$ cat config.mk
export PLATFORM = sky130hd
export DESIGN_NAME = seq_div_8by4
export DESIGN_NICKNAME = d
export VERILOG_FILES = /design/src/rtl/seq_div_8by4_pkg.sv /design/src/rtl/seq_div_8by4_step.sv /design/src/rtl/seq_div_8by4.sv
export SDC_FILE = /design/constraint.sdc
export NUM_CORES = 1
export LEC_CHECK = 0
export ABC_CLOCK_PERIOD_IN_PS = 4400
export BUFFER_PORTS_ARGS = -buffer_cell sky130_fd_sc_hd__buf_4
export CAP_MARGIN = 25
export CORE_MARGIN = 10
export CORE_UTILIZATION = 59
export DETAILED_ROUTE_END_ITERATION = 12
export PLACE_DENSITY = 0.82
export SYNTH_ARGS = -nofsm -noshare
export SYNTH_HDL_FRONTEND = slang
export SYNTH_SLANG_ARGS = --single-unit
export TNS_END_PERCENT = 100
$ cat constraint.sdc
create_clock -name clk -period 4.4 [get_ports clk]
set_clock_uncertainty 0.05 [all_clocks]
set_input_delay 0.44 -clock clk [delete_from_list [all_inputs] [get_ports clk]]
set_output_delay 0.44 -clock clk [all_outputs]
set_load 0.03 [all_outputs]
$ cat src/rtl/seq_div_8by4_pkg.sv
// Shared types and constants for the sequential restoring divider.
// The state enum is kept here so checkers and the bench can decode state_q.
package div_pkg;

    localparam int DW_DEF = 8;
    localparam int VW_DEF = 4;

    typedef enum logic [1:0] {
        ST_IDLE   = 2'd0,
        ST_DIVIDE = 2'd1,
        ST_DONE   = 2'd2
    } state_e;

    // Quotient reported for a zero divisor at the default width.
    localparam logic [DW_DEF-1:0] DZ_QUOT = {DW_DEF{1'b1}};

endpackage

$ cat src/rtl/seq_div_8by4_step.sv
// One restoring-division step: shift in a dividend bit, trial-subtract the
// divisor, keep the difference when it does not borrow.
module div_step #(
    parameter int VW = 4
) (
    input  logic [VW:0]   prem_i,
    input  logic          bit_i,
    input  logic [VW-1:0] divisor_i,
    output logic [VW:0]   prem_o,
    output logic          qbit_o
);

    logic [VW+1:0] shifted;
    logic [VW+1:0] diff;
    logic [VW+1:0] next_val;
    logic          unused_msb;

    // One extra bit of headroom keeps the compare exact even before the
    // incoming remainder is known to be below the divisor.
    always_comb begin
        shifted    = {prem_i, bit_i};
        diff       = shifted - {2'b00, divisor_i};
        qbit_o     = (shifted >= {2'b00, divisor_i});
        next_val   = qbit_o ? diff : shifted;
        prem_o     = next_val[VW:0];
        unused_msb = next_val[VW+1];
    end

endmodule

$ cat src/rtl/seq_div_8by4.sv
// Sequential restoring divider, one quotient bit per clock.
// Handshake: start is sampled only while ready=1 (IDLE); done pulses for one
// cycle in DONE and quotient/remainder/div_by_zero hold until the next result.
module seq_div_8by4
    import div_pkg::*;
#(
    parameter int DW = DW_DEF,
    parameter int VW = VW_DEF
) (
    input  logic          clk,
    input  logic          rst,
    input  logic          start,
    input  logic [DW-1:0] dividend,
    input  logic [VW-1:0] divisor,
    output logic          ready,
    output logic          busy,
    output logic          done,
    output logic [DW-1:0] quotient,
    output logic [VW-1:0] remainder,
    output logic          div_by_zero
);

    localparam int CW = $clog2(DW) + 1;

    state_e        state_q,     state_d;
    logic [CW-1:0] count_q,     count_d;
    logic [VW:0]   prem_q,      prem_d;
    logic [DW-1:0] shift_q,     shift_d;
    logic [VW-1:0] divisor_q,   divisor_d;
    logic [DW-1:0] quotient_q,  quotient_d;
    logic [VW-1:0] remainder_q, remainder_d;
    logic          dbz_q,       dbz_d;

    logic [VW:0]   step_prem;
    logic          step_qbit;

    div_step #(.VW(VW)) u_step (
        .prem_i    (prem_q),
        .bit_i     (shift_q[DW-1]),
        .divisor_i (divisor_q),
        .prem_o    (step_prem),
        .qbit_o    (step_qbit)
    );

    // shift_q starts as the dividend and fills with quotient bits from the LSB.
    always_comb begin
        state_d     = state_q;
        count_d     = count_q;
        prem_d      = prem_q;
        shift_d     = shift_q;
        divisor_d   = divisor_q;
        quotient_d  = quotient_q;
        remainder_d = remainder_q;
        dbz_d       = dbz_q;
        case (state_q)
            ST_IDLE: begin
                if (start) begin
                    if (divisor == '0) begin
                        quotient_d  = {DW{1'b1}};
                        remainder_d = '0;
                        dbz_d       = 1'b1;
                        state_d     = ST_DONE;
                    end else begin
                        divisor_d = divisor;
                        shift_d   = dividend;
                        prem_d    = '0;
                        count_d   = '0;
                        state_d   = ST_DIVIDE;
                    end
                end
            end
            ST_DIVIDE: begin
                prem_d  = step_prem;
                shift_d = {shift_q[DW-2:0], step_qbit};
                count_d = count_q + CW'(1);
                if (count_q == CW'(DW - 1)) begin
                    quotient_d  = {shift_q[DW-2:0], step_qbit};
                    remainder_d = step_prem[VW-1:0];
                    dbz_d       = 1'b0;
                    state_d     = ST_DONE;
                end
            end
            ST_DONE: begin
                state_d = ST_IDLE;
            end
            default: begin
                state_d = ST_IDLE;
            end
        endcase
    end

    always_ff @(posedge clk) begin
        if (rst) begin
            state_q     <= ST_IDLE;
            count_q     <= '0;
            prem_q      <= '0;
            shift_q     <= '0;
            divisor_q   <= '0;
            quotient_q  <= '0;
            remainder_q <= '0;
            dbz_q       <= 1'b0;
        end else begin
            state_q     <= state_d;
            count_q     <= count_d;
            prem_q      <= prem_d;
            shift_q     <= shift_d;
            divisor_q   <= divisor_d;
            quotient_q  <= quotient_d;
            remainder_q <= remainder_d;
            dbz_q       <= dbz_d;
        end
    end

    assign ready       = (state_q == ST_IDLE);
    assign busy        = (state_q == ST_DIVIDE);
    assign done        = (state_q == ST_DONE);
    assign quotient    = quotient_q;
    assign remainder   = remainder_q;
    assign div_by_zero = dbz_q;

endmodule

==> flow_summary.json <==
{
  "status": "complete, no violations",
  "antenna_found_initial": 0,
  "crit_required_ps": 3910,
  "syn_nets": 220,
  "hold_path.class": "primary input to register",
  "cp_cell_sequence": "nand2b_1, inv_1, buf_4",
  "num_vias": 1543,
  "synth_area_sq_um": 1730,
  "clock_latency_ps": 330,
  "htreeDepth": 2,
  "setup_viol": 0,
  "slew_viol_final": 0,
  "cts_resized": 0,
  "die_w_microns": 74.1,
  "numPortBuffers": 30,
  "yosysSeqAreaShare_pct": 41.7,
  "worst_pin_slew_ps": 772,
  "max_stage_delay_ps": 630,
  "arrival_ps": 2130,
  "cap_viol_max_count": 0,
  "cts_max_path_buffers": 2,
  "area_growth_pct": 15.3,
  "syn_area_per_cell_sq_um": 8.68,
  "setup_tns_ps": 0,
  "drive_gt1_share_pct": 24.7,
  "rsz0062_at_grt": "no",
  "cts_setup_buffers": 0,
  "cts.clk_slew.worst_paths_ps": 100,
  "cts_made_buffers": 5,
  "cp_top_family": "buffers and inverters",
  "yosysWarningCount": 0,
  "synth_cell_type_count": 43,
  "core_region_area_sq_um": 2780,
  "drt.antenna.violating_nets": 0,
  "wirelength_microns": 4010,
  "power_density_nw_per_um2": 340,
  "timing.final.crit_share_pct": 59.6,
  "first_iter_violations": 162,
  "relSlewSlack_pct": 48.5,
  "whs_ps": 290,
  "die_height_microns": 74.1,
  "leakagePower_nw": 0.804,
  "drc_errors": 0,
  "fin_util_pct": 71.6,
  "vias_per_cell": 5.98,
  "fin_crit_ps": 2620,
  "hpwl_microns": 2990,
  "root_buffer": "clkbuf_4",
  "synth_seq_cells": 36,
  "synth_edf_count": 0,
  "critPathKind": "register to output port",
  "power_mw": 0.677,
  "final_nets": 248,
  "num_antenna_cells": 0,
  "layout.cells.most_common": "dfxtp_1",
  "synthArstFlopShare_pct": 0,
  "dr.pass1.iters": 5,
  "syn_inst": 199,
  "crit_path_top_delay_cell": "dfxtp_1",
  "hold_violations": 0,
  "grt_max_degree": 35,
  "timing.fmax_mhz": 381,
  "place.gp.congestion": 0.838,
  "cts.sinks": 36,
  "crit_fanout": 16,
  "grt_pass1_wl_microns": 6590,
  "die-area_sq_um": 5490,
  "rows": 19,
  "initial_utilization_pct": 62.1,
  "hold_buffers": 0,
  "peakVddDrop_uv": 294,
  "first_global_vias": 1473,
  "grt_overflow": 0,
  "endpoint_kind": "output port",
  "startpoint_type": "register",
  "grtUsageTotal_pct": 15.0,
  "crit_buf_inv": 2,
  "final_cell_mix": "dfxtp_1, buf_4, nor2_1, nand2_1, a21oi_1",
  "cts_tree": "built",
  "io_pins": 31,
  "ys.flop_type": "dfxtp_1",
  "routedWlPerCell_microns": 15.5
}
[registers in the layout (all words and copies together) (netlist names)]
| register | cells |
|---|---|
| quotient | 8 |
| div_by_zero | 1 |
| count_q | 4 |
| divisor_q | 4 |
| remainder | 4 |
| prem_q | 5 |
| shift_q | 8 |
| state_q | 2 |
[area by class of cell]
type / count / area (sq um)
flip-flops and latches: 36 / 721
inverters: 8 / 30.0
clock inverters: 1 / 5.00
clock buffers: 6 / 41.3
repair buffers: 30 / 225
fillers: 217 / 790
multi-input cells: 146 / 931
well taps: 31 / 38.8
[final timing paths]
kind	start	end	slack, ps	depth (start not counted)
setup / recovery	state_q[1]$_SDFFE_PP0P_	busy	1780	3
hold / removal	divisor[0]	divisor_q[0]$_SDFFE_PP0P_	290	2
setup reg to reg	shift_q[7]$_SDFFE_PP0P_	prem_q[3]$_SDFFE_PP0P_	2210	8
hold reg to reg	remainder[2]$_SDFFE_PP0P_	remainder[2]$_SDFFE_PP0P_	430	2
[kinds of logic after synthesis]
logic type / share of synthesized area, %
simple gates: 29.4
compound gates: 17.6
flops: 41.7
buf+inv: 4.42
fa+ha+maj: 4.78
xor+xnor: 1.52
mux: 0.579
[cells in the mapped netlist, types with 2 or more instances]
| master | count | share of area, % |
|---|---|---|
| dfxtp_1 | 36 | 42 |
| nor2_1 | 22 | 4.8 |
| nand2_1 | 19 | 4.1 |
| a21oi_1 | 12 | 3.5 |
| nor3_2 | 8 | 4.6 |
| a311oi_1 | 7 | 3.5 |
| inv_1 | 7 | 1.5 |
| nor2_2 | 7 | 2.5 |
| nor4_1 | 7 | 2.5 |
| o21ai_0 | 7 | 2.0 |
| clkbuf_1 | 6 | 1.3 |
| nand2b_1 | 6 | 2.2 |
| nand3_1 | 6 | 1.7 |
| a211oi_1 | 5 | 2.2 |
| ha_1 | 5 | 3.6 |
| a22o_1 | 3 | 1.5 |
| a22oi_1 | 3 | 1.3 |
| nor3_1 | 3 | 0.87 |
| a21o_1 | 2 | 0.87 |
| a32oi_1 | 2 | 1.0 |
| nor2b_1 | 2 | 0.72 |
| or3_1 | 2 | 0.72 |
| xor2_1 | 2 | 1.0 |
[power by group]
part | internal (mW) | leakage (nW) | switching [mW]
sequential | 0.344 | 0.294 | 0.0163
clock | 0.0588 | 0.0281 | 0.103
combinational | 0.0591 | 0.482 | 0.0953
[layer usage]
metal  share of wire [%]  GRT usage (%)  up-vias  wire [microns]
met5                   0              0        -               0
met4                 1.5           5.59        0              59
met3                 7.9           3.99       10             317
met2                  50           24.7       69            1990
met1                  41           18.4      695            1640
li1                    -              -      769               -
[stage by stage]
stage	area [sq um]	worst slack [ps]	instances
2_1_floorplan	1730	2460	199
3_3_place_gp	1950	2280	251
3_5_place_dp	1950	2190	251
4_1_cts	1990	1810	258
5_1_grt	1990	1530	258
6_report	1990	1780	258
No activity file was read; power rests on OpenSTA's default activity.
